### src/rtl/mem_port_arbiter_pkg.sv
// mem_port_arbiter_pkg
//   Shared constants for the unified-memory port arbiter of the multi-cycle
//   MIPS32 core: FSM state encodings, owner encodings, the data word returned
//   on a memory timeout, and the arbitration decision helper.
//   Imported by mem_port_arbiter and mem_port_arbiter_if.
package mem_port_arbiter_pkg;

    // FSM state encodings (2-bit, legacy-compatible constants)
    localparam logic [1:0] ARB_S_IDLE = 2'd0;
    localparam logic [1:0] ARB_S_BUSY = 2'd1;
    localparam logic [1:0] ARB_S_DONE = 2'd2;

    // Owner of the access currently in flight
    localparam logic ARB_OWNER_CPU = 1'b0;
    localparam logic ARB_OWNER_LD  = 1'b1;

    // Read data handed back when the memory never answers
    localparam logic [31:0] ARB_TIMEOUT_DATA = 32'hDEAD_BEEF;

    // CPU has priority; the loader wins when it is alone, or when the CPU
    // has used up its allowed streak of contested grants.
    function automatic logic pick_loader(input logic cpu_req,
                                         input logic ld_req,
                                         input logic streak_full);
        return ld_req & (~cpu_req | streak_full);
    endfunction

endpackage

### src/rtl/mem_port_arbiter_if.sv
// mem_port_arbiter_if
//   Bundles the three memory handshakes seen by the arbiter:
//     cpu_*  : CPU control FSM request / completion (+ cpu_stall back to FSM)
//     ld_*   : program loader / debug port request / completion
//     mem_*  : unified instruction/data memory model
//   Modports:
//     slave  : the arbiter's view (takes requester requests, drives memory)
//     master : the surrounding system's view (requesters + memory model)
interface mem_port_arbiter_if #(
    parameter int AW = 32,
    parameter int DW = 32
);
    // CPU side
    logic          cpu_req;
    logic          cpu_we;
    logic [AW-1:0] cpu_addr;
    logic [DW-1:0] cpu_wdata;
    logic [DW-1:0] cpu_rdata;
    logic          cpu_ack;
    logic          cpu_stall;
    // Loader side
    logic          ld_req;
    logic          ld_we;
    logic [AW-1:0] ld_addr;
    logic [DW-1:0] ld_wdata;
    logic [DW-1:0] ld_rdata;
    logic          ld_ack;
    // Memory side
    logic          mem_req;
    logic          mem_we;
    logic [AW-1:0] mem_addr;
    logic [DW-1:0] mem_wdata;
    logic [DW-1:0] mem_rdata;
    logic          mem_ack;

    modport slave (
        input  cpu_req, cpu_we, cpu_addr, cpu_wdata,
        output cpu_rdata, cpu_ack, cpu_stall,
        input  ld_req, ld_we, ld_addr, ld_wdata,
        output ld_rdata, ld_ack,
        output mem_req, mem_we, mem_addr, mem_wdata,
        input  mem_rdata, mem_ack
    );

    modport master (
        output cpu_req, cpu_we, cpu_addr, cpu_wdata,
        input  cpu_rdata, cpu_ack, cpu_stall,
        output ld_req, ld_we, ld_addr, ld_wdata,
        input  ld_rdata, ld_ack,
        input  mem_req, mem_we, mem_addr, mem_wdata,
        output mem_rdata, mem_ack
    );

endinterface

### src/rtl/mem_port_arbiter.sv
// mem_port_arbiter
//   Shares the single unified memory between the CPU control FSM and the
//   program loader. CPU has priority; after MAX_CPU_STREAK consecutive
//   contested CPU grants the loader is served once.
//   Each access walks IDLE -> BUSY (mem_req held until mem_ack) -> DONE
//   (one-cycle ack to the owner), so back-to-back grants come every 3 cycles.
//
//   Ports:
//     clk          system clock, rising edge
//     nrst         asynchronous active-low reset
//     bus          mem_port_arbiter_if.slave (cpu_*, ld_*, mem_* handshakes)
//     busy         high whenever the FSM is not IDLE
//     err_timeout  sticky memory-timeout flag
//
//   Optional build macro ARB_TIMEOUT_EN: BUSY gives up after TIMEOUT_CYCLES
//   without mem_ack, completes the access with ARB_TIMEOUT_DATA and sets
//   err_timeout. Without it BUSY waits indefinitely and err_timeout is 0.
module mem_port_arbiter
    import mem_port_arbiter_pkg::*;
#(
    parameter int AW             = 32,
    parameter int DW             = 32,
    parameter int MAX_CPU_STREAK = 4,
    parameter int TIMEOUT_CYCLES = 16
) (
    input  logic                clk,
    input  logic                nrst,
    mem_port_arbiter_if.slave   bus,
    output logic                busy,
    output logic                err_timeout
);

    localparam logic [2:0] STREAK_MAX = 3'(MAX_CPU_STREAK);

    logic [1:0]    state_q, state_d;
    logic          owner_q, owner_d;
    logic          we_q, we_d;
    logic [AW-1:0] addr_q, addr_d;
    logic [DW-1:0] wdata_q, wdata_d;
    logic [DW-1:0] cpu_rdata_q, cpu_rdata_d;
    logic [DW-1:0] ld_rdata_q, ld_rdata_d;
    logic [2:0]    streak_q, streak_d;
    logic          win_ld;

`ifdef ARB_TIMEOUT_EN
    localparam int TO_W = $clog2(TIMEOUT_CYCLES + 1);

    logic [TO_W-1:0] to_cnt_q, to_cnt_d;
    logic            err_q, err_d;
    logic            to_expire;

    // Counter value equals the number of BUSY cycles already completed, so
    // expiry lands on BUSY cycle TIMEOUT_CYCLES+1.
    assign to_expire = (state_q == ARB_S_BUSY) && (to_cnt_q == TO_W'(TIMEOUT_CYCLES));

    always_comb begin
        to_cnt_d = '0;
        err_d    = err_q;
        if (state_q == ARB_S_BUSY)
            to_cnt_d = to_cnt_q + 1'b1;
        // A same-cycle mem_ack is a normal completion, not a timeout
        if (to_expire && !bus.mem_ack)
            err_d = 1'b1;
    end

    always_ff @(posedge clk or negedge nrst) begin
        if (!nrst) begin
            to_cnt_q <= '0;
            err_q    <= 1'b0;
        end else begin
            to_cnt_q <= to_cnt_d;
            err_q    <= err_d;
        end
    end

    assign err_timeout = err_q;
`else
    assign err_timeout = 1'b0;
`endif

    assign win_ld = pick_loader(bus.cpu_req, bus.ld_req, streak_q == STREAK_MAX);

    always_comb begin
        state_d     = state_q;
        owner_d     = owner_q;
        we_d        = we_q;
        addr_d      = addr_q;
        wdata_d     = wdata_q;
        cpu_rdata_d = cpu_rdata_q;
        ld_rdata_d  = ld_rdata_q;
        streak_d    = streak_q;

        case (state_q)
            ARB_S_IDLE: begin
                if (bus.cpu_req || bus.ld_req) begin
                    state_d = ARB_S_BUSY;
                    owner_d = win_ld ? ARB_OWNER_LD : ARB_OWNER_CPU;
                    if (win_ld) begin
                        we_d     = bus.ld_we;
                        addr_d   = bus.ld_addr;
                        wdata_d  = bus.ld_wdata;
                        streak_d = '0;
                    end else begin
                        we_d    = bus.cpu_we;
                        addr_d  = bus.cpu_addr;
                        wdata_d = bus.cpu_wdata;
                        // Only contested CPU grants count toward the streak
                        if (!bus.ld_req)
                            streak_d = '0;
                        else if (streak_q != STREAK_MAX)
                            streak_d = streak_q + 3'd1;
                    end
                end
            end

            ARB_S_BUSY: begin
                if (bus.mem_ack) begin
                    state_d = ARB_S_DONE;
                    if (!we_q) begin
                        if (owner_q == ARB_OWNER_LD)
                            ld_rdata_d = bus.mem_rdata;
                        else
                            cpu_rdata_d = bus.mem_rdata;
                    end
                end
`ifdef ARB_TIMEOUT_EN
                else if (to_expire) begin
                    // Abandoned access: always report the marker word
                    state_d = ARB_S_DONE;
                    if (owner_q == ARB_OWNER_LD)
                        ld_rdata_d = DW'(ARB_TIMEOUT_DATA);
                    else
                        cpu_rdata_d = DW'(ARB_TIMEOUT_DATA);
                end
`endif
            end

            ARB_S_DONE: state_d = ARB_S_IDLE;

            default: state_d = ARB_S_IDLE;
        endcase
    end

    always_ff @(posedge clk or negedge nrst) begin
        if (!nrst) begin
            state_q     <= ARB_S_IDLE;
            owner_q     <= ARB_OWNER_CPU;
            we_q        <= 1'b0;
            addr_q      <= '0;
            wdata_q     <= '0;
            cpu_rdata_q <= '0;
            ld_rdata_q  <= '0;
            streak_q    <= '0;
        end else begin
            state_q     <= state_d;
            owner_q     <= owner_d;
            we_q        <= we_d;
            addr_q      <= addr_d;
            wdata_q     <= wdata_d;
            cpu_rdata_q <= cpu_rdata_d;
            ld_rdata_q  <= ld_rdata_d;
            streak_q    <= streak_d;
        end
    end

    // Outputs decode straight from state so reset removes mem_req at once
    assign bus.mem_req   = (state_q == ARB_S_BUSY);
    assign bus.mem_we    = we_q;
    assign bus.mem_addr  = addr_q;
    assign bus.mem_wdata = wdata_q;

    assign bus.cpu_ack   = (state_q == ARB_S_DONE) && (owner_q == ARB_OWNER_CPU);
    assign bus.ld_ack    = (state_q == ARB_S_DONE) && (owner_q == ARB_OWNER_LD);
    assign bus.cpu_rdata = cpu_rdata_q;
    assign bus.ld_rdata  = ld_rdata_q;
    assign bus.cpu_stall = bus.cpu_req & ~bus.cpu_ack;

    assign busy = (state_q != ARB_S_IDLE);

endmodule

### src/flat_wrapper.sv
// flat-port wrapper written by rule: the top's interface ports become plain ports
module mem_port_arbiter_flat import mem_port_arbiter_pkg::*;
#(
    parameter int AW             = 32,
    parameter int DW             = 32,
    parameter int MAX_CPU_STREAK = 4,
    parameter int TIMEOUT_CYCLES = 16
)
  (clk, nrst, busy, err_timeout, bus_cpu_req, bus_cpu_we, bus_cpu_addr, bus_cpu_wdata, bus_cpu_rdata, bus_cpu_ack, bus_cpu_stall, bus_ld_req, bus_ld_we, bus_ld_addr, bus_ld_wdata, bus_ld_rdata, bus_ld_ack, bus_mem_req, bus_mem_we, bus_mem_addr, bus_mem_wdata, bus_mem_rdata, bus_mem_ack);
  mem_port_arbiter_if #(.AW(AW), .DW(DW)) bus_i ();
  input  logic clk;
  input  logic nrst;
  output logic busy;
  output logic err_timeout;
  input wire logic [$bits(bus_i.cpu_req)-1:0] bus_cpu_req;
  input wire logic [$bits(bus_i.cpu_we)-1:0] bus_cpu_we;
  input wire logic [$bits(bus_i.cpu_addr)-1:0] bus_cpu_addr;
  input wire logic [$bits(bus_i.cpu_wdata)-1:0] bus_cpu_wdata;
  output wire logic [$bits(bus_i.cpu_rdata)-1:0] bus_cpu_rdata;
  output wire logic [$bits(bus_i.cpu_ack)-1:0] bus_cpu_ack;
  output wire logic [$bits(bus_i.cpu_stall)-1:0] bus_cpu_stall;
  input wire logic [$bits(bus_i.ld_req)-1:0] bus_ld_req;
  input wire logic [$bits(bus_i.ld_we)-1:0] bus_ld_we;
  input wire logic [$bits(bus_i.ld_addr)-1:0] bus_ld_addr;
  input wire logic [$bits(bus_i.ld_wdata)-1:0] bus_ld_wdata;
  output wire logic [$bits(bus_i.ld_rdata)-1:0] bus_ld_rdata;
  output wire logic [$bits(bus_i.ld_ack)-1:0] bus_ld_ack;
  output wire logic [$bits(bus_i.mem_req)-1:0] bus_mem_req;
  output wire logic [$bits(bus_i.mem_we)-1:0] bus_mem_we;
  output wire logic [$bits(bus_i.mem_addr)-1:0] bus_mem_addr;
  output wire logic [$bits(bus_i.mem_wdata)-1:0] bus_mem_wdata;
  input wire logic [$bits(bus_i.mem_rdata)-1:0] bus_mem_rdata;
  input wire logic [$bits(bus_i.mem_ack)-1:0] bus_mem_ack;
  assign bus_i.cpu_req = bus_cpu_req;
  assign bus_i.cpu_we = bus_cpu_we;
  assign bus_i.cpu_addr = bus_cpu_addr;
  assign bus_i.cpu_wdata = bus_cpu_wdata;
  assign bus_cpu_rdata = bus_i.cpu_rdata;
  assign bus_cpu_ack = bus_i.cpu_ack;
  assign bus_cpu_stall = bus_i.cpu_stall;
  assign bus_i.ld_req = bus_ld_req;
  assign bus_i.ld_we = bus_ld_we;
  assign bus_i.ld_addr = bus_ld_addr;
  assign bus_i.ld_wdata = bus_ld_wdata;
  assign bus_ld_rdata = bus_i.ld_rdata;
  assign bus_ld_ack = bus_i.ld_ack;
  assign bus_mem_req = bus_i.mem_req;
  assign bus_mem_we = bus_i.mem_we;
  assign bus_mem_addr = bus_i.mem_addr;
  assign bus_mem_wdata = bus_i.mem_wdata;
  assign bus_i.mem_rdata = bus_mem_rdata;
  assign bus_i.mem_ack = bus_mem_ack;
  mem_port_arbiter #(.AW(AW), .DW(DW), .MAX_CPU_STREAK(MAX_CPU_STREAK), .TIMEOUT_CYCLES(TIMEOUT_CYCLES)) u_core (.clk(clk), .nrst(nrst), .bus(bus_i), .busy(busy), .err_timeout(err_timeout));
endmodule
### config.mk
export PLATFORM = sky130hd
export DESIGN_NAME = mem_port_arbiter_flat
export DESIGN_NICKNAME = d
export VERILOG_FILES = /design/src/rtl/mem_port_arbiter_pkg.sv /design/src/rtl/mem_port_arbiter_if.sv /design/src/rtl/mem_port_arbiter.sv /design/src/flat_wrapper.sv
export SDC_FILE = /design/constraint.sdc
export NUM_CORES = 1
export LEC_CHECK = 0
export ABC_AREA = 1
export BUFFER_PORTS_ARGS = -buffer_cell sky130_fd_sc_hd__buf_2
export CAP_MARGIN = 10
export CELL_PAD_IN_SITES_DETAIL_PLACEMENT = 1
export CELL_PAD_IN_SITES_GLOBAL_PLACEMENT = 1
export CORE_MARGIN = 2
export CORE_UTILIZATION = 36
export CTS_BUF_LIST = sky130_fd_sc_hd__clkbuf_8
export DETAILED_ROUTE_END_ITERATION = 10
export HOLD_SLACK_MARGIN = 0.05
export PLACE_DENSITY_LB_ADDON = 0.1
export SYNTH_ARGS = -nofsm -noshare
export SYNTH_HDL_FRONTEND = slang
export SYNTH_SLANG_ARGS = --single-unit
export TNS_END_PERCENT = 10
### constraint.sdc
create_clock -name clk -period 3.5 [get_ports clk]
set_clock_uncertainty 0.15 [all_clocks]
set_input_delay 0.7 -clock clk [delete_from_list [all_inputs] [get_ports clk]]
set_output_delay 0.7 -clock clk [all_outputs]
set_load 0.005 [all_outputs]
Word level (Yosys, flattened, before mapping):

Cells that the tools add are included.
Widths: inputs -> output; s select.

* add/subtract/negate cells: 1
* equality and inequality tests: 7
* mux-type cells: 10
* bitwise operators: 7
* reductions and logical operators: 10

Operators by type and width (number)
* $mux 32: 2
* $mux 3: 3
* $reduce_and 4->1: 2
* $mux 2: 2
* $ne 2x1->1 const B: 2
* $not 1->1: 4
* $pmux 2 s2: 1
* $reduce_and 2->1: 2
* $add 3x1->3 const B: 1
* $eq 3x3->1 const B: 1
* $ne 3x1->1 const B: 1
* $ne 3x3->1 const B: 1
* $reduce_and 3->1: 1
* $and 1x1->1: 2
* $eq 2x1->1 const B: 1
* $eq 2x2->1 const B: 1
* $logic_and 1x1->1: 2
* $logic_not 2->1: 1
* $mux 1: 2
* $reduce_bool 2->1: 1
* $logic_or 1x1->1: 1
* $or 1x1->1: 1

* register bits: 135
* input bits: 167
* output and inout bits: 135
* logic and storage cells: 43

Logic depth before layout (Yosys ltp):

Gate-level depths: netlist of the first run.

* word-level depth: 5
* mapped depth: 10
* gate-level depth less buffers: 8

Worst setup path after synthesis of the first run:

Ideal clock, no wire load.

* path type: input -> register
* start: in bus_ld_req
* end: reg u_core.wdata_q[13] (netlist: u_core.bus.mem_wdata[13])
* library setup time: 0.118 ns
* arrival time: 1.527 ns
* required time: 3.232 ns
* setup slack: 1.706 ns
* cell stages on the path: 7
* buffers on the path: 3
* cell sequence: buf_2 > o21ai_2 > inv_2 > buf_6 > buf_4 > nand3_1 > nand2_1

* cells in the longest elaborated chain, start to end: 2
* elaborated cells between the ends (all ways): 4
* classes of those cells: mux (1); bitwise (1); reduce/logical (2)

RTL lines
* from (decl): RTL line flat_wrapper.sv:22 `input wire logic [$bits(bus_i.ld_req)-1:0] bus_ld_req;`
* $and 1x1->1 or $logic_or 1x1->1 (tied branches): RTL line mem_port_arbiter_pkg.sv:25, mem_port_arbiter.sv:95
* $mux 32 or $reduce_and 2->1 (tied branches)
* to (signal assigned): RTL line mem_port_arbiter.sv:159 `wdata_q <= wdata_d;`
* to (decl): RTL line mem_port_arbiter.sv:39 `logic [DW-1:0] wdata_q, wdata_d;`

Several ways; a longest one is shown, not always the timed one.
A chain may end at the register's enable or synchronous reset.

Final worst setup path of the first run:

* start: reg u_core.state_q[1]
* end: out bus_cpu_stall

* cells in the longest elaborated chain, start to end: 4

RTL lines
* from (decl): RTL line mem_port_arbiter.sv:35 `logic [1:0] state_q, state_d;`
* from (signal assigned): RTL line mem_port_arbiter.sv:155 `state_q <= state_d;`
* $eq 2x2->1: RTL line mem_port_arbiter.sv:172 `assign bus.cpu_ack = (state_q == ARB_S_DONE) && (owner_q == ARB_OWNER_CPU);`
* $logic_and 1x1->1: RTL line mem_port_arbiter.sv:172
* $not 1->1: RTL line mem_port_arbiter.sv:176 `assign bus.cpu_stall = bus.cpu_req & ~bus.cpu_ack;`
* $and 1x1->1: RTL line mem_port_arbiter.sv:176
* to (decl): RTL line flat_wrapper.sv:21 `output wire logic [$bits(bus_i.cpu_stall)-1:0] bus_cpu_stall;`

No other way between the ends.

==> impl_metrics.tcl, run 1 <==
set metrics [dict create \
    path_max_fanout 5 \
    coreArea_um2 17800 \
    drtIter0Drc 233 \
    critPathRequiredTime_ns 2.65 \
    crit-reg2reg-launch "u_core.streak_q[0]$_DFFE_PN0P_" \
    holdWs_ns 0.0547 \
    synthCells 880 \
    status "complete, no violations" \
    maxSlewViolCount 0 \
    vias_per_cell 4.60 \
    synth_cell_types 22 \
    ios 302 \
    cts-buffers-inserted 17 \
    drc 0 \
    antenna_found_initial 2 \
    wirelength_mm 21.2 \
    crit_path_end "bus_cpu_stall" \
    min_path_type "in2async" \
    cts_tree "yes" \
    synth_commonest_cells "nand2_1, inv_1, dfrtp_1" \
    num_rows 49 \
    worst_path_largest_cell_delay_ns 0.47 \
    ctsHoldBuffers 0 \
    rsz0062_at_grt "no" \
    cts_sinks 135 \
    grt_pass1_vias 6704 \
    reg2reg_to "u_core.bus.mem_wdata[24]$_DFFE_PN0P_" \
    ys.warnings.count 0 \
    die_x_um 138 \
    die_area_um2 19100 \
    min_period_ns 2.25 \
    start_util_pct 36.4 \
    synth_area_leaders "dfrtp_1, nand2_1, nand3_1" \
    crit_path_top_delay_cell "dfrtp_1" \
    dp_hpwl_mm 15.3 \
    path_class "reg2out" \
    cp.depth 4 \
    synth_fp_nets 1049 \
    startpoint_type "register" \
    ys.flop_type "dfrtp_1" \
    fmax_ghz 0.445 \
    rrSetupSlack_ns 1.46 \
    cts.path.max_buffers 2 \
    yosysTopAreaCell "dfrtp_1" \
    ys_ff_latch 135 \
    async_flop_share_pct 100 \
    synth_edf_count 0 \
    dr.pass1.iters 4 \
    area_growth_pct 33.0 \
    cap_viol_max_count 0 \
    setup_tns_ns 0 \
    synth_area_um2 6490 \
    routabilityCongestion 0.796 \
    setup_viol 0 \
    synth_area_per_cell_um2 7.37 \
    path_delay_family "flip-flops" \
    p_per_area_nw_per_um2 778 \
    port_buffers 300 \
    antenna_left 0 \
    grt_pass1_wl_mm 35.0 \
    cts-root-buf "clkbuf_8" \
    finalHoldViolCount 0 \
    n_fill_cell 2361 \
    worstRegToRegCells 9 \
    clk_latency_ns 0.44 \
    num_vias 6460 \
    cts_setup_buffers 0 \
    worst-path-buf-inv 2 \
    yosysMostFrequentCell "nand2_1" \
    crit_path_end_kind "output port" \
    grt-ovfl-total 0 \
    ys_seq_area_share_pct 52.1 \
    yosysTopAreaCellShare_pct 52.1 \
    die_h_um 138 \
    crit_chain "nand2_1, o21ai_0, inv_1, buf_2" \
    grt_max_degree 70 \
    cts.clk_slew.worst_paths_ns 0.08 \
    post_drt_wl_per_cell_um 15.1 \
    cp.arrival_ns 1.40 \
    cts_resized 0 \
    grt.total_usage_pct 22.7 \
    nNetsFinal 1330 \
    drive_gt1_share_pct 30.0 \
    p_leak_uw 0.00543 \
    ir_worst_vdd_uv 288 \
    tightestPinTransition_ns 0.775 \
    startpoint "u_core.state_q[1]$_DFFE_PN0P_" \
    finalCritPeriodShare_pct 64.2 \
    h-tree-depth 4 \
    maxSlewHeadroom_pct 48.3 \
]
==> sequential cells by signal, indices dropped and copies added, names as in the netlist <==
register              cells
u_core.owner_q            1
u_core.bus.mem_addr      32
u_core.state_q            2
u_core.bus.mem_we         1
u_core.bus.mem_wdata     32
u_core.streak_q           3
u_core.bus.ld_rdata      32
u_core.bus.cpu_rdata     32
==> per-stage QoR <==
stage	setup WS [ns]	utilization (%)	instances	power (µW)	instance area (µm²)
finish	1.25	48.3	1404	6710	8630
global route	1.12	48.3	1404	7280	8630
CTS	1.21	48.3	1403	6820	8620
detailed placement	1.25	45.8	1371	5300	8180
global placement	1.28	45.8	1371	5190	8180
floorplan	1.71	-	880	3960	6490
==> cell type report <==
cell class              instances  area [µm²]  area share (%)
flip-flops and latches        135        3380            39.2
multi-input cells             522        2230            25.8
inverters                     174         653            7.57
repair buffers                311        1630            18.9
well taps                     229         287            3.32
diodes                          1        2.50          0.0290
clock buffers                  17         234            2.71
clock inverters                15         214            2.48
==> logic make-up (layout without fill, tap and decap cells) <==
| logic type | count (synthesis) | count (layout) | share of synthesized area, % |
|---|---|---|---|
| compound gates | 37 | 37 | 2.95 |
| fa+ha+maj | 2 | 2 | 0.386 |
| buf+inv | 223 | 517 | 13.8 |
| flops | 135 | 135 | 52.1 |
| other cells | 1 | 2 | 0.0578 |
| simple gates | 482 | 482 | 30.8 |
==> report_power, final <==
part           internal (µW)  switching [µW]
sequential              2300             421
clock                    796             696
combinational           1040            1450
total                   4140            2570
==> worst min-delay path by stage <==
stage                                                       to  slack (ns)                           startpoint
final                     u_core.bus.mem_wdata[25]$_DFFE_PN0P_        0.05                                 nrst
after global placement      u_core.bus.ld_rdata[7]$_DFFE_PN0P_        0.30   u_core.bus.ld_rdata[7]$_DFFE_PN0P_
after CTS                  u_core.bus.ld_rdata[24]$_DFFE_PN0P_        0.06                                 nrst
after floorplan            u_core.bus.cpu_rdata[0]$_DFFE_PN0P_        0.25                                 nrst
after global routing      u_core.bus.mem_wdata[25]$_DFFE_PN0P_        0.07                                 nrst
after detailed placement   u_core.bus.ld_rdata[27]$_DFFE_PN0P_        0.30  u_core.bus.ld_rdata[27]$_DFFE_PN0P_
==> per-layer routing <==
| layer | GRT usage [%] | wire [µm] | vias up | share of wire (%) |
|---|---|---|---|---|
| li1 | - | - | 3178 | - |
| met1 | 28.3 | 9140 | 3057 | 43 |
| met2 | 38.7 | 10400 | 195 | 49 |
| met3 | 5.85 | 1320 | 30 | 6.2 |
| met4 | 7.30 | 405 | 0 | 1.9 |
| met5 | 0 | 0 | - | 0 |
==> cell usage in the layout, fill, tap and decap left out, types with 2 or more instances in the layout <==
cell type and n:
bufinv_16 4, o22ai_1 2, inv_1 172, o21ai_0 28, clkinv_4 2, buf_2 299, inv_2 2, inv_6 6
dfrtp_1 135, nor2_2 2, ha_1 2, nand3_1 132, nand2_2 2, nor2_1 4, buf_12 3, buf_4 8
o21ai_1 6, nand2_1 338, clkbuf_8 17
==> worst reg2reg max path: stages, from the launching register on <==
cell,delay [ns]
dfrtp_1,0.36
inv_1,0.07
ha_1,0.19
nand2_1,0.09
nand2_2,0.07
nand2_2,0.49
buf_12,0.29
nand2_1,0.10
nand3_1,0.08
nand2_1,0.05
(Power assumes the default switching activity.)
==> run 2, diff against run 1 <==
--- a/config.mk
+++ b/config.mk
@@ -11,7 +11,7 @@
 export CELL_PAD_IN_SITES_DETAIL_PLACEMENT = 1
 export CELL_PAD_IN_SITES_GLOBAL_PLACEMENT = 1
 export CORE_MARGIN = 2
-export CORE_UTILIZATION = 36
+export CORE_UTILIZATION = 30
 export CTS_BUF_LIST = sky130_fd_sc_hd__clkbuf_8
 export DETAILED_ROUTE_END_ITERATION = 10
 export HOLD_SLACK_MARGIN = 0.05
==> constraint.sdc (replaced) <==
create_clock -name clk -period 1.95 [get_ports clk]
set_clock_uncertainty 0.15 [all_clocks]
set_input_delay 0.39 -clock clk [delete_from_list [all_inputs] [get_ports clk]]
set_output_delay 0.39 -clock clk [all_outputs]
set_load 0.005 [all_outputs]
==> impl_metrics.tcl, run 2 (synthesized netlist as in run 1, its figures left out) <==
set metrics [dict create \
    maxSlewHeadroom_pct 58.7 \
    total_power_uw 11700 \
    finalHoldViolCount 0 \
    cts-root-buf "clkbuf_8" \
    p_comb_share_pct 39.7 \
    path_max_fanout 4 \
    vias_per_cell 4.39 \
    ios 302 \
    die_h_um 151 \
    cp.arrival_ns 1.31 \
    coreArea_um2 21200 \
    p_leak_uw 0.00560 \
    num_rows 53 \
    antenna_left 0 \
    globalRouteMet3Util_pct 6.36 \
    ir_worst_vdd_uv 455 \
    maxSlewViolCount 0 \
    crit-reg2reg-launch "u_core.streak_q[0]$_DFFE_PN0P_" \
    rsz0062_at_grt "no" \
    finalCritPeriodShare_pct 94.8 \
    top_usage_layer "met2" \
    power_frac_seq_pct 41.6 \
    tightestPinTransition_ns 0.619 \
    port_buffers 300 \
    swShare_pct 39.0 \
    startpoint_type "register" \
    fmax_ghz 0.541 \
    routabilityCongestion 0.723 \
    num_vias 6566 \
    drive_gt1_share_pct 29.8 \
    path_class "reg2out" \
    post_drt_wl_per_cell_um 14.8 \
    status "complete, no violations" \
    p_switching_uw 4560 \
    final_common_cell "nand2_1" \
    drtIter0Drc 229 \
    die_area_um2 22800 \
    grt_use_met1_pct 24.9 \
    die_x_um 151 \
    min-delay-start "bus_mem_ack" \
    utilization_pct 42.9 \
    grt.total_usage_pct 19.7 \
    cts_tree "yes" \
    holdWs_ns 0.0841 \
    min_period_ns 1.85 \
    drc 0 \
    cap_viol_max_count 0 \
    wirelength_mm 22.2 \
    cell_internal_pwr_uw 7150 \
    setup_tns_ns 0 \
    grt_pass1_wl_mm 34.9 \
    min_path_type "in2reg" \
    cts_sinks 135 \
    layout_common_cells "nand2_1, buf_2, inv_1" \
    dr.pass1.iters 4 \
    start_util_pct 30.7 \
    power_frac_clock_pct 18.7 \
    grt_max_degree 65 \
    cts.clk_slew.worst_paths_ns 0.08 \
    critPathRequiredTime_ns 1.41 \
    startpoint "u_core.state_q[0]$_DFFE_PN0P_" \
    cts-buffers-inserted 17 \
    nNetsFinal 1373 \
    h-tree-depth 4 \
    grtUsageMet2_pct 32.9 \
    cts.path.max_buffers 2 \
    p_per_area_nw_per_um2 1290 \
    grt_pass1_vias 6832 \
    setup_viol 0 \
    clk_latency_ns 0.43 \
    grt-ovfl-total 0 \
    crit_path_end_kind "output port" \
    area_growth_pct 39.7 \
    antenna_found_initial 3 \
    dp_hpwl_mm 16.1 \
]
-- run 2: cell types whose count changed in the layout (fill, tap and decap cells not counted), moves of 3 or more --
cell	previous run	this run
dlygate4sd3_1	0	33
buf_12	3	7
clkinv_2	1	4
buf_4	8	14
bufinv_16	4	1
-- run 2: layout make-up --
class / count / area (µm²)
diodes: 3 / 7.51
repair buffers: 354 / 2080
flip-flops and latches: 135 / 3380
inverters: 174 / 653
well taps: 275 / 344
multi-input cells: 522 / 2240
fillers: 2768 / 12100
clock inverters: 15 / 128
clock buffers: 17 / 234
-- run 2: critical path: stages (launching register included) --
cell	delay (ns)
dfrtp_1	0.40
inv_2	0.11
nand2_2	0.08
o21ai_2	0.11
inv_1	0.06
buf_2	0.12
-- run 2: what timing repair did --
item                       4_1_cts  5_1_grt
setup buffers                    1        1
pin swaps                        0        0
resized for setup                1        3
hold buffers                    33        0
setup endpoints to repair        1        1
hold endpoints to repair       152        0
-- run 2: path summary, 6_finish.rpt --
kind                       cells after the start                             endpoint  slack, ns
max                                            5                        bus_cpu_stall       0.10
min in group asynchronous                      2  u_core.bus.mem_addr[11]$_DFFE_PN0P_       0.25
min                                            3        u_core.state_q[1]$_DFFE_PN0P_       0.08
max reg2reg                                    9  u_core.bus.mem_addr[19]$_DFFE_PN0P_       0.26
max in group asynchronous                      3  u_core.bus.ld_rdata[23]$_DFFE_PN0P_       0.84
min reg2reg                                    2   u_core.bus.ld_rdata[6]$_DFFE_PN0P_       0.32
-- run 2: power groups by stage --
stage               logic (µW)  clock network, µW  registers (µW)
floorplan                 2130                  0            4980
global placement          4570                  0            4880
detailed placement        4680                  0            4900
CTS                       4750               2280            4880
global route              5340               2390            5050
finish                    4640               2190            4870
-- run 2: per-stage QoR --
| stage | setup slack (ns) | instances | cell area, µm² |
|---|---|---|---|
| global route | 0.00426 | 1492 | 9060 |
| detailed placement | 0.231 | 1425 | 8340 |
| finish | 0.102 | 1495 | 9060 |
| CTS | 0.00222 | 1491 | 9040 |
| global placement | 0.290 | 1425 | 8340 |
| floorplan | 0.374 | 880 | 6490 |
-- run 2: metal layers --
layer	wire, µm	vias up	share of wire [%]
met4	252	2	1.1
met1	9780	3074	44
li1	-	3269	-
met2	10400	202	47
met5	13	-	0.059
met3	1760	19	7.9
